--- src/rtl/pc_ctrl_pkg.sv ---
`default_nettype none
// ============================================================================
// Module      : pc_ctrl_pkg
// Description : Shared definitions for the next-PC sequencer: FSM state
//               encodings, PC width and the default sequential increment.
// Revision    : 1.0 - initial release
// ============================================================================
package pc_ctrl_pkg;

    localparam int PC_W = 16;

    // Default byte step between consecutive 16-bit instructions
    localparam logic [PC_W-1:0] INC_DEFAULT = 16'd2;

    typedef enum logic [1:0] {
        ST_RUN  = 2'd0,
        ST_WAIT = 2'd1,
        ST_PEND = 2'd2,
        ST_HALT = 2'd3
    } state_e;

endpackage : pc_ctrl_pkg
`default_nettype wire

--- src/rtl/pc_redirect_mux.sv ---
`default_nettype none
// ============================================================================
// Module      : pc_redirect_mux
// Description : Combinational priority select between the EX-stage branch
//               and the ID-stage jump. The branch belongs to the older
//               instruction, so it wins and also squashes the ID/EX slot.
// Ports       : br_taken_i/br_target_i  - EX branch resolved taken + target
//               jmp_i/jmp_target_i      - ID jump decoded + target
//               redir_o                 - some redirect is requested
//               tgt_o                   - selected redirect target
//               flush_if_o/flush_id_o   - flushes belonging to that redirect
// Revision    : 1.0 - initial release
// ============================================================================
module pc_redirect_mux
    import pc_ctrl_pkg::*;
(
    input  logic            br_taken_i,
    input  logic [PC_W-1:0] br_target_i,
    input  logic            jmp_i,
    input  logic [PC_W-1:0] jmp_target_i,
    output logic            redir_o,
    output logic [PC_W-1:0] tgt_o,
    output logic            flush_if_o,
    output logic            flush_id_o
);

    always_comb begin
        redir_o    = 1'b0;
        tgt_o      = jmp_target_i;
        flush_if_o = 1'b0;
        flush_id_o = 1'b0;
        if (br_taken_i) begin
            redir_o    = 1'b1;
            tgt_o      = br_target_i;
            flush_if_o = 1'b1;
            flush_id_o = 1'b1;
        end else if (jmp_i) begin
            redir_o    = 1'b1;
            tgt_o      = jmp_target_i;
            flush_if_o = 1'b1;
        end
    end

endmodule : pc_redirect_mux
`default_nettype wire

--- src/rtl/pc_ctrl.sv ---
`default_nettype none
// ============================================================================
// Module      : pc_ctrl
// Description : Next-PC sequencer. Chooses the D value and write enable of
//               the external PC register each cycle (increment, branch,
//               jump, hazard hold, fetch-wait hold, halt), raises IF/ID
//               flushes and counts stalled cycles (saturating).
// Ports       : clk, rst_n            - clock, async active-low reset
//               pc_cur                - PC register output fed back
//               imem_ready            - fetch of pc_cur completes this cycle
//               hazard_stall          - load-use hold from ID
//               br_taken/br_target    - EX branch redirect
//               jmp/jmp_target        - ID jump redirect
//               halt_req/resume       - enter / leave HALT
//               pc_next/pc_wen        - PC register D input / enable
//               flush_if/flush_id     - squash IF/ID, ID/EX
//               halted                - in HALT
//               stall_cnt             - stalled cycles outside HALT
// Revision    : 1.0 - initial release
// ============================================================================
module pc_ctrl
    import pc_ctrl_pkg::*;
#(
    parameter logic [15:0] INC   = INC_DEFAULT,
    parameter int          CNT_W = 16
) (
    input  logic             clk,
    input  logic             rst_n,
    input  logic [15:0]      pc_cur,
    input  logic             imem_ready,
    input  logic             hazard_stall,
    input  logic             br_taken,
    input  logic [15:0]      br_target,
    input  logic             jmp,
    input  logic [15:0]      jmp_target,
    input  logic             halt_req,
    input  logic             resume,
    output logic [15:0]      pc_next,
    output logic             pc_wen,
    output logic             flush_if,
    output logic             flush_id,
    output logic             halted,
    output logic [CNT_W-1:0] stall_cnt
);

    state_e           state_q, state_d;
    logic [15:0]      pend_tgt_q, pend_tgt_d;
    logic [CNT_W-1:0] stall_cnt_q, stall_cnt_d;

    logic             w_redir;
    logic [15:0]      w_tgt;
    logic             w_fl_if;
    logic             w_fl_id;
    logic [15:0]      w_pc_seq;
    logic [15:0]      w_pend_sel;

    pc_redirect_mux u_redirect_mux (
        .br_taken_i   (br_taken),
        .br_target_i  (br_target),
        .jmp_i        (jmp),
        .jmp_target_i (jmp_target),
        .redir_o      (w_redir),
        .tgt_o        (w_tgt),
        .flush_if_o   (w_fl_if),
        .flush_id_o   (w_fl_id)
    );

    // Wraps modulo 2^16 by construction
    assign w_pc_seq = pc_cur + INC;

    // A branch arriving in PEND is newer than the latched target
    assign w_pend_sel = br_taken ? br_target : pend_tgt_q;

    always_comb begin
        state_d    = state_q;
        pend_tgt_d = pend_tgt_q;
        pc_next    = pc_cur;
        pc_wen     = 1'b0;
        flush_if   = 1'b0;
        flush_id   = 1'b0;
        halted     = 1'b0;
        // Outputs are gated by rst_n so nothing is written while reset is held
        if (rst_n) begin
            unique case (state_q)
                ST_RUN, ST_WAIT: begin
                    if (state_q == ST_RUN || imem_ready) begin
                        if (w_redir) begin
                            flush_if = w_fl_if;
                            flush_id = w_fl_id;
                            if (imem_ready) begin
                                pc_next = w_tgt;
                                pc_wen  = 1'b1;
                                state_d = ST_RUN;
                            end else begin
                                // Fetch outstanding: park the target
                                pend_tgt_d = w_tgt;
                                state_d    = ST_PEND;
                            end
                        end else if (halt_req) begin
                            flush_if = 1'b1;
                            state_d  = ST_HALT;
                        end else if (hazard_stall) begin
                            state_d = ST_RUN;
                        end else if (!imem_ready) begin
                            state_d = ST_WAIT;
                        end else begin
                            pc_next = w_pc_seq;
                            pc_wen  = 1'b1;
                            state_d = ST_RUN;
                        end
                    end else if (w_redir) begin
                        // WAIT with fetch still outstanding: only redirects act
                        flush_if   = w_fl_if;
                        flush_id   = w_fl_id;
                        pend_tgt_d = w_tgt;
                        state_d    = ST_PEND;
                    end
                end
                ST_PEND: begin
                    // The in-flight fetch belongs to the old path
                    flush_if = 1'b1;
                    if (br_taken) begin
                        flush_id   = 1'b1;
                        pend_tgt_d = br_target;
                    end
                    if (imem_ready) begin
                        pc_next = w_pend_sel;
                        pc_wen  = 1'b1;
                        state_d = ST_RUN;
                    end
                end
                ST_HALT: begin
                    halted = 1'b1;
                    if (resume) begin
                        state_d = ST_RUN;
                    end
                end
                default: state_d = ST_RUN;
            endcase
        end
    end

    always_comb begin
        stall_cnt_d = stall_cnt_q;
        if (!pc_wen && state_q != ST_HALT && !(&stall_cnt_q)) begin
            stall_cnt_d = stall_cnt_q + {{(CNT_W-1){1'b0}}, 1'b1};
        end
    end

    always_ff @(posedge clk or negedge rst_n) begin
        if (!rst_n) begin
            state_q     <= ST_RUN;
            pend_tgt_q  <= 16'h0000;
            stall_cnt_q <= '0;
        end else begin
            state_q     <= state_d;
            pend_tgt_q  <= pend_tgt_d;
            stall_cnt_q <= stall_cnt_d;
        end
    end

    assign stall_cnt = stall_cnt_q;

endmodule : pc_ctrl
`default_nettype wire

--- config.mk ---
export PLATFORM = sky130hd
export DESIGN_NAME = pc_ctrl
export DESIGN_NICKNAME = d
export VERILOG_FILES = /design/src/rtl/pc_ctrl_pkg.sv /design/src/rtl/pc_redirect_mux.sv /design/src/rtl/pc_ctrl.sv
export SDC_FILE = /design/constraint.sdc
export NUM_CORES = 1
export LEC_CHECK = 0
export ABC_AREA = 1
export BUFFER_PORTS_ARGS = -buffer_cell sky130_fd_sc_hd__clkbuf_2
export CAP_MARGIN = 25
export CORE_MARGIN = 2
export CORE_UTILIZATION = 25
export DETAILED_ROUTE_END_ITERATION = 8
export GPL_ROUTABILITY_DRIVEN = 0
export GPL_TIMING_DRIVEN = 0
export PLACE_DENSITY = 0.5
export SKIP_LAST_GASP = 1
export SLEW_MARGIN = 20
export SYNTH_ARGS = -nofsm -noshare
export SYNTH_HDL_FRONTEND = slang
export SYNTH_SLANG_ARGS = --single-unit
--- constraint.sdc ---
create_clock -name clk -period 1.5 [get_ports clk]
set_input_delay 0.3 -clock clk [delete_from_list [all_inputs] [get_ports clk]]
set_output_delay 0.3 -clock clk [all_outputs]
set_load 0.01 [all_outputs]
; Yosys cells after proc, flatten, opt, wreduce, memory -nomap -nowiden
; Cells that the tools add are included.
[op_classes]
add_sub_neg = 2
n_mul = 0
div_mod_pow = 0
order_cmp = 0
eq_ne = 9
n_shift = 0
n_mux = 47
bitwise = 0
n_reduce_logical = 11
[op_table]
columns = operator, count
row1 = two-way mux 16 bit, 14
row2 = one-hot mux 16 bit (2 select lines), 2
row3 = two-way mux 1 bit, 20
row4 = adder 16 x 1 -> 16 bit (second input constant), 1
row5 = adder 16 x 2 -> 16 bit (second input constant), 1
row6 = AND reduction 16 bit, 1
row7 = two-way mux 2 bit, 7
row8 = inequality test 2 bit (second input constant), 4
row9 = AND reduction 4 bit, 2
row10 = inequality test 3 bit (second input constant), 2
row11 = one-hot mux 1 bit (2 select lines), 3
row12 = one-hot mux 2 bit (3 select lines), 1
row13 = == test 2 bit (second input constant), 2
row14 = == test 2 x 1 -> 1 bit (second input constant), 1
row15 = logical AND 1 bit, 2
row16 = logical NOT 1 bit, 2
row17 = logical NOT 2 bit, 1
row18 = nonzero test 2 bit, 1
row19 = OR reduction 2 bit, 1
row20 = logical OR 1 bit, 1
[word_totals]
ff_bits = 34
latchBits = 0
ram_bits = 0
mem_bits_ro = 0
input_bits = 56
out_inout_bits = 36
memories = 0

; Longest topological paths before layout
; Gate-level depths: netlist of the first run.
[logic_depth]
depth_word = 10
ltp_mapped = 13

; By module
; Synthesis of the first run repeated with hierarchy kept, for this count alone.
[hier_totals]
hier_cells = 584
area_unflattened_um2 = 3433.3
[by_module_without_submodules]
columns = mod, instances, cells_each, area_each_um2, seq_area_each_um2
row1 = pc_ctrl, 1, 529, 3168.0, 850.8
row2 = pc_redirect_mux, 1, 55, 265.3, 0.0

; Worst setup path before layout of the first run
; OpenSTA, ideal clock, no wires.
[synth_path]
kind = input to output
startpoint = in br_taken
endpoint = out pc_next[13]
arrival_time_ps = 1334
slack_ps = -134
cell_stages = 8
path_buffers = 3
path_cell_list = buf_6 inv_4 nand2_1 buf_2 buf_2 a22oi_1 nand3_1 a21oi_1
[synth_between]
elab_chain_len = 6
[synth_rtl]
columns = item, line_no
row1 = "start, declared", pc_ctrl.sv:32  ; input logic br_taken,
row2 = two-way mux 16 bit, pc_redirect_mux.sv:32  ; if (br_taken_i) begin
row3 = two-way mux 16 bit, pc_ctrl.sv:90  ; if (imem_ready) begin
row4 = two-way mux 16 bit, pc_ctrl.sv:87  ; if (w_redir) begin
row5 = two-way mux 16 bit, pc_ctrl.sv:86  ; if (state_q == ST_RUN || imem_ready) begin
row6 = one-hot mux 16 bit (2 select lines) (*), pc_ctrl.sv:84  ; unique case (state_q)
row7 = two-way mux 16 bit (*), pc_ctrl.sv:83  ; if (rst_n) begin
row8 = "end, declared", pc_ctrl.sv:38  ; output logic [15:0] pc_next,
; Mark *: on every way between the ends. The rest lies on a longest branch, timed or not.

; Worst setup path after layout of the first run
[layout_path]
startpoint = reg state_q[1]
endpoint = out pc_next[15]
[layout_between]
elab_chain_len = 5
[layout_rtl]
columns = item, line_no
row1 = "start, declared", pc_ctrl.sv:46  ; state_e state_q, state_d;
row2 = "start signal, assigned", pc_ctrl.sv:156  ; state_q <= state_d;
row3 = logical NOT 2 bit, "pc_ctrl.sv:84, pc_ctrl.sv:86"
row4 = logical OR 1 bit, pc_ctrl.sv:86
row5 = two-way mux 16 bit, pc_ctrl.sv:86
row6 = one-hot mux 16 bit (2 select lines) (*), pc_ctrl.sv:84
row7 = two-way mux 16 bit (*), pc_ctrl.sv:83
; Marked as above.

==> metrics.cfg, run 1 <==
[critical_path]
cp_top_family=buffers and inverters
cp.buffers_inverters=4
cp.arrival_ns=1.75
critPathCaptureType=output port
max_stage_delay_ns=0.39
crit_start=state_q[1]
reg2reg_from=state_q[0]
slowest_stage=dfrtp_1
cp_max_fo=5
startpoint_type=flop
crit_type=reg -> out
critPathRequiredTime_ns=1.20
path_cells=inv_2 > nor2_4 > buf_12 > buf_8 > nand2_2 > a21oi_2 > nor2_1 > a21oi_2 > buf_2
critPathMostFrequentCell=a21oi_2

[synthesis]
synth.area.top_cells=dfrtp_1, nand2_1, nor2_1, nand3_1, o21ai_0
yosys_warnings=0
synth.distinct_cells=32
avgSynthCellArea_um2=5.93
dominantRegCellSynth=dfrtp_1
synth_top_area_share_pct=25.7
async_flop_share_pct=100
synth-edff-count=0
ys_seq_area_share_pct=25.7
synth_area_leader_cell=dfrtp_1
netlist_area_um2=3320
synth_cells=559
syn-num-nets=617
ys_seq_elements=34

[final_layout]
nFillCells=1375
fin_nets=745
drive_gt1_share_pct=37.1
regArea_um2=853
multi_input_area_um2=2510
layoutNonFillerInstCount=864
diodes=0
syn2layout_area_growth_pct=54.3

[sta]
maxSlewHeadroom_pct=67.2
finClkSkew_ns=0.00476
tightest_slew_ns=0.488
finalSetupViolations=52
hold_viol=34
fin_crit_ns=2.05
fin_hold_ws_ns=-0.0875
clock.fmax_mhz=487
fin_setup_tns_ns=-16.06
fin_crit_sh_pct=137
setup_slack_ns=-0.553
rsz0062_at_grt=true
slew_violations=0

[drt]
dr_wl_met2_um=6000
avgViaCountPerCell=4.92
drc=0
top_layer_used=met4
wire_per_inst_um=15.5
drtAntennaViolNets=0
dr.pass1.iters=6
routed_wl_um=13400
wl_met1_um=6160
wl_met3_um=901
vias=4251
initialDrtViolationCount=372

[flow_run]
max_cap_viol_count=0

[power_and_ir_drop]
powerDensity_nw_per_um2=1240
vdd_ir_drop_max_mv=0.434
total_power_mw=6.33
p_leak_nw=2.41

[floorplanning]
start_util_pct=25.3
die_height_um=119
io_pins=92
die_x_um=119
core_um2=13100
floorplan.rows=42
die_area_um2=14200

[global_route]
grt_max_degree=37
grt_pass1_wl_um=20500
grtUsageTotal_pct=18.2
grt_pass1_vias=3912
grt_antenna_before_repair=0
overflow=0

[cts]
htreeDepth=2
clk_pin_slew_worst_paths_ns=0.06
tritoncts=yes
numCtsBuffers=5
max-clock-path-buffers=2
clock_latency_ns=0.28
root_buffer=clkbuf_16
cts.sinks=34

[placed_design]
placed_cells=823
io_buffers=88
place_hpwl_um=9820
pre_cts_ws_ns=-1.16

[status]
outcome=finished, violations left
failed_checks=hold timing, setup timing

[worst_hold_path]
holdCritPathClass=in -> async

==> state kept, by name (all words and copies together) (netlist names) <==
signal	cells
pend_tgt_q	16
stall_cnt	16
state_q	2
==> cells in the mapped netlist (all sizes together) (5+ instances only) <==
cell type and number:
a21boi 8, nand2 151, inv 61, xor2 7, nor2 78, dfrtp 34
clkbuf 6, xnor2 5, nand4 14, a31oi 8, a22oi 9, nor3 12
o21ai 58, nand3 48, buf 21, a21oi 31
==> report_power, final <==
part           internal, mW  switching (mW)
sequential             1.27           0.246
combinational          1.65            2.12
clock                 0.658           0.385
total                  3.57            2.76
==> repair_timing <==
action	CTS	global route
resized for setup	62	87
endpoints found under the setup margin	54	54
gates cloned	5	4
setup buffers	17	9
hold endpoints to repair	34	34
pin swaps	19	21
==> cells in the final DEF (no fill, tap or decap), drive strengths merged <==
master	synthesis	layout
nand3b	2	2
a22oi	9	9
o21ai	58	58
nor2	78	78
dfrtp	34	34
xnor2	5	5
inv	61	61
a21boi	8	8
a31oi	8	8
ha	2	2
buf	21	71
nor3	12	12
nand3	48	48
clkbuf	6	84
a21oi	31	31
a211oi	1	1
o22ai	2	2
xor2	7	7
clkinv	0	1
nand4	14	14
nand2	151	151
a22o	1	1
==> area by class of cell <==
cell class	instances	share of cell area, %
Clock buffer	7	2.79
Inverter	61	4.82
Sequential cell	34	16.7
Timing Repair Buffer	122	17.4
Tap cell	176	4.31
Clock inverter	1	0.0978
Multi-Input combinational cell	437	49.0
Buffer	26	4.94
==> final timing paths <==
kind / endpoint / slack, ns / depth (start not counted)
setup / recovery: pc_next[15] / -0.55 / 9
hold / removal: stall_cnt[1] / -0.09 / 1
setup reg to reg: pend_tgt_q[2] / -0.28 / 12
hold reg to reg: pend_tgt_q[1] / 0.48 / 2
max in group asynchronous: state_q[0] / 1.32 / 1
min in group clk: pend_tgt_q[10] / 0.41 / 5
==> metal layers <==
| layer | global-route usage, % | vias up |
|---|---|---|
| met5 | 0 | - |
| met4 | 6.32 | 0 |
| met3 | 4.21 | 27 |
| met2 | 28.1 | 176 |
| met1 | 24.8 | 1960 |
| li1 | - | 2088 |
==> kinds of logic after synthesis <==
family,share of synthesized area [%]
compound gates,19.7
xor+xnor,3.17
fa+ha+maj,0.755
buf+inv,11.5
flops,25.7
simple gates,39.3
==> worst reg2reg max path: cells and delay by family (launching register included) <==
kind                   cells  cell delay, ns
DFF                        1            0.44
and+or+nand+nor            5            0.49
buffers and inverters      7            0.74
==> through the flow <==
step / utilization (%) / instance area, µm²
2_1_floorplan: - / 3540
3_3_place_gp: 32.1 / 4200
3_5_place_dp: 32.1 / 4200
4_1_cts: 36.6 / 4790
5_1_grt: 39.1 / 5110
6_report: 39.1 / 5110
Power figures use the tool's default switching activity.
==> run 2: changes to the inputs <==
--- a/config.mk
+++ b/config.mk
@@ -5,7 +5,6 @@
 export SDC_FILE = /design/constraint.sdc
 export NUM_CORES = 1
 export LEC_CHECK = 0
-export ABC_AREA = 1
 export BUFFER_PORTS_ARGS = -buffer_cell sky130_fd_sc_hd__clkbuf_2
 export CAP_MARGIN = 25
 export CORE_MARGIN = 2
==> run 2 against run 1 <==
Effect of this change: the flow finishes with violations (setup timing); largest cell class unchanged; area after synthesis fell by 7.2%; synthesized cell count fell by 27%; worst setup slack got worse by 0.11 ns; clock power barely moved; critical path type unchanged.
==> metrics.cfg, run 2 <==
[cts]
clk_pin_slew_worst_paths_ns=0.06  ; about the same
tritoncts=yes
max-clock-path-buffers=2  ; unchanged
root_buffer=clkbuf_16
htreeDepth=2  ; unchanged
clock_latency_ns=0.28  ; about the same
cts.sinks=34  ; unchanged
numCtsBuffers=5  ; unchanged

[critical_path]
cp.arrival_ns=1.86  ; +0.11 ns
cp_max_fo=5  ; unchanged
critPathRequiredTime_ns=1.20  ; about the same
critPathCaptureType=output port
startpoint_type=flop
regToRegSetupSlack_ns=-0.44  ; -0.16 ns
rr_worst_depth=11  ; -1
crit_type=reg -> out

[global_route]
grt_use_met2_pct=34.9  ; +6.9 points
grt_pass1_wl_um=21400  ; +4.3%
grtUsageTotal_pct=21.0  ; +2.8 points
grt_max_degree=35  ; -5.4%
use_met1_pct=27.7  ; +2.9 points
grtUsageMet3_pct=3.22  ; -1.0 points
grt_antenna_before_repair=0  ; unchanged
grt_pass1_vias=3892  ; -0.51%
overflow=0  ; unchanged
busiest_layer=met2

[power_and_ir_drop]
switching_share_pct=42.5  ; -1.1 points
combinationalPowerShare_pct=60.4  ; +0.8 points
total_power_mw=7.02  ; +11%
p_leak_nw=2.32  ; -3.7%
powerDensity_nw_per_um2=1280  ; +3.5%
pwr-share-seq_pct=24.4  ; +0.5 points
p_int_mw=4.04  ; +13%
power.switching_mw=2.98  ; +8.1%
power_frac_clock_pct=15.2  ; -1.3 points
vdd_ir_drop_max_mv=0.473  ; +8.9%

[synthesis]
synth_top_area_share_pct=27.6  ; +2.0 points
ys_seq_area_share_pct=27.6  ; +2.0 points
synthMuxAreaShare_pct=5.65  ; +5.7 points
dominantRegCellSynth=dfrtp_1
ys_seq_elements=34  ; unchanged
synth_most_common_cell=a21oi_1
synth_top_family_by_area=compound AO/OA/AOI/OAI gates
synth_fa_ha_area_share_pct=0.813  ; +0.058 points
synth_area_leader_cell=dfrtp_1
netlist_area_um2=3080  ; -7.2%
synth_compound_area_share_pct=33.5  ; +14 points
synth.area.top_cells=dfrtp_1, a21oi_1, o22ai_1, nand2_1, nor2_1
syn-num-nets=465  ; -25%
synth_cells=407  ; -27%
synth.distinct_cells=57  ; +78%
yosys_warnings=0  ; unchanged
synth_xor_area_share_pct=5.12  ; +2.0 points
synth_common_cells=a21oi_1, nand2_1, nor2_1
synth-edff-count=0  ; unchanged
async_flop_share_pct=100  ; unchanged
avgSynthCellArea_um2=7.56  ; +27%
synth-simple-area-share_pct=21.5  ; -18 points

[sta]
tightest_slew_ns=0.463  ; -0.0246 ns
rsz0062_at_grt=true
finClkSkew_ns=0.00424  ; -0.000522 ns
clock.fmax_mhz=463  ; -4.9%
slew_violations=0  ; unchanged
hold_viol=0  ; -100%
setup_slack_ns=-0.659  ; -0.106 ns
finalSetupViolations=53  ; +1.9%
fin_crit_sh_pct=144  ; +7.1 points
fin_hold_ws_ns=0.00120  ; +0.0887 ns
maxSlewHeadroom_pct=69.0  ; +1.8 points
fin_crit_ns=2.16  ; +0.106 ns

[final_layout]
final_common_cell=clkbuf_2
nFillCells=1132  ; -18%
syn2layout_area_growth_pct=78.1
fin_nets=621  ; -17%
layout_common_cells=clkbuf_2, buf_4, nand2_1, buf_6, dfrtp_1
drive_gt1_share_pct=55.3  ; +18 points
diodes=0  ; unchanged

[status]
failed_checks=setup timing
outcome=finished, violations left

[drt]
wire_per_inst_um=20.2  ; +30%
initialDrtViolationCount=226  ; -39%
routed_wl_um=14400  ; +7.1%
dr.pass1.iters=5  ; -1
vias=3949  ; -7.1%
drtAntennaViolNets=0  ; unchanged
drc=0  ; unchanged
avgViaCountPerCell=5.55  ; +13%

[placed_design]
io_buffers=88  ; unchanged
place_hpwl_um=9760  ; -0.55%

[floorplanning]
start_util_pct=25.6  ; +0.29 points
die_area_um2=13200  ; -6.9%
floorplan.rows=40  ; -4.8%
io_pins=92  ; unchanged
die_height_um=115  ; -3.5%
core_um2=12000  ; -8.2%
die_x_um=115  ; -3.5%

[worst_hold_path]
holdCritPathClass=in -> async

[flow_run]
max_cap_viol_count=0  ; unchanged

## run 2: changes by cell type in the layout (fill, tap and decap cells not counted), sizes merged, moves of 14 or more
cell	before	now
a21oi	31	48
nand3	48	13
inv	61	12
buf	71	93
nand2	151	46
o21ai	58	20
o22ai	2	32
mux2i	0	14
nor2	78	41
## run 2: cells by family (layout without fill, tap and decap cells)
group / Yosys count / in the layout
AO/OA/AOI/OAI: 157 / 157
AND/OR/NAND/NOR: 139 / 139
buffers and inverters: 40 / 197
flip-flops: 34 / 34
XOR/XNOR: 18 / 18
multiplexers: 17 / 17
adder cells (fa/ha/maj): 2 / 2
## run 2: worst max-delay path, cell delays in order (launching register included)
cell and delay [ns]:
dfrtp_2 0.44, buf_6 0.15, nand2b_4 0.16, o21ai_1 0.11, nand3_1 0.11, or4_4 0.43
nand3_2 0.08, buf_6 0.10
## run 2: final timing paths
kind                                   start        endpoint
worst max-delay path              state_q[0]     pc_next[10]
worst min-delay path                   rst_n   pend_tgt_q[5]
worst max register to register    state_q[0]  pend_tgt_q[10]
worst min register to register  stall_cnt[9]    stall_cnt[9]
max in group asynchronous              rst_n    stall_cnt[0]
min in group clk                br_target[4]   pend_tgt_q[4]
## run 2: cell type report
type / instances / area (µm²) / area share [%]
Inverter: 13 / 62.6 / 1.14
Clock inverter: 2 / 12.5 / 0.228
Clock buffer: 6 / 139 / 2.53
Buffer: 26 / 287 / 5.23
Sequential cell: 34 / 856 / 15.6
Tap cell: 147 / 184 / 3.36
Multi-Input combinational cell: 333 / 2770 / 50.6
Timing Repair Buffer: 150 / 1170 / 21.3
## run 2: power groups by stage
stage	Sequential (mW)	Clock [mW]	Combinational, mW
after global placement	1.57	0	2.57
after global routing	1.76	1.12	4.48
after detailed placement	1.59	0	2.59
after CTS	1.61	1.08	3.45
after floorplan	1.57	0	1.73
final	1.71	1.07	4.24
## run 2: stage by stage
| step | area [µm²] | util, % | TNS (ns) | worst slack, ns | instances |
|---|---|---|---|---|---|
| after detailed placement | 3950 | 32.8 | -52.57 | -1.58 | 642 |
| final | 5480 | 45.6 | -20.34 | -0.659 | 711 |
| after floorplan | 3320 | - | -2.27 | -0.239 | 407 |
| after global placement | 3950 | 32.8 | -52.56 | -1.61 | 642 |
| after global routing | 5480 | 45.6 | -23.22 | -0.747 | 711 |
| after CTS | 4870 | 40.6 | -19.12 | -0.651 | 691 |
## run 2: what timing repair did
| action | CTS | global route |
|---|---|---|
| buffers inserted | 36 | 21 |
| endpoints found under the hold margin | 34 | 0 |
| gates cloned | 4 | 1 |
| setup endpoints to repair | 54 | 54 |
| gates resized for setup | 100 | 117 |
| hold buffers | 1 | 0 |
| pin swaps | 41 | 60 |
## run 2: metal layers
metal | routed length [µm] | vias up | part of all wire [%]
met2 | 6940 | 169 | 48
li1 | - | 1851 | -
met5 | 0 | - | 0
met1 | 6220 | 1905 | 43
met3 | 872 | 24 | 6.1
met4 | 350 | 0 | 2.4
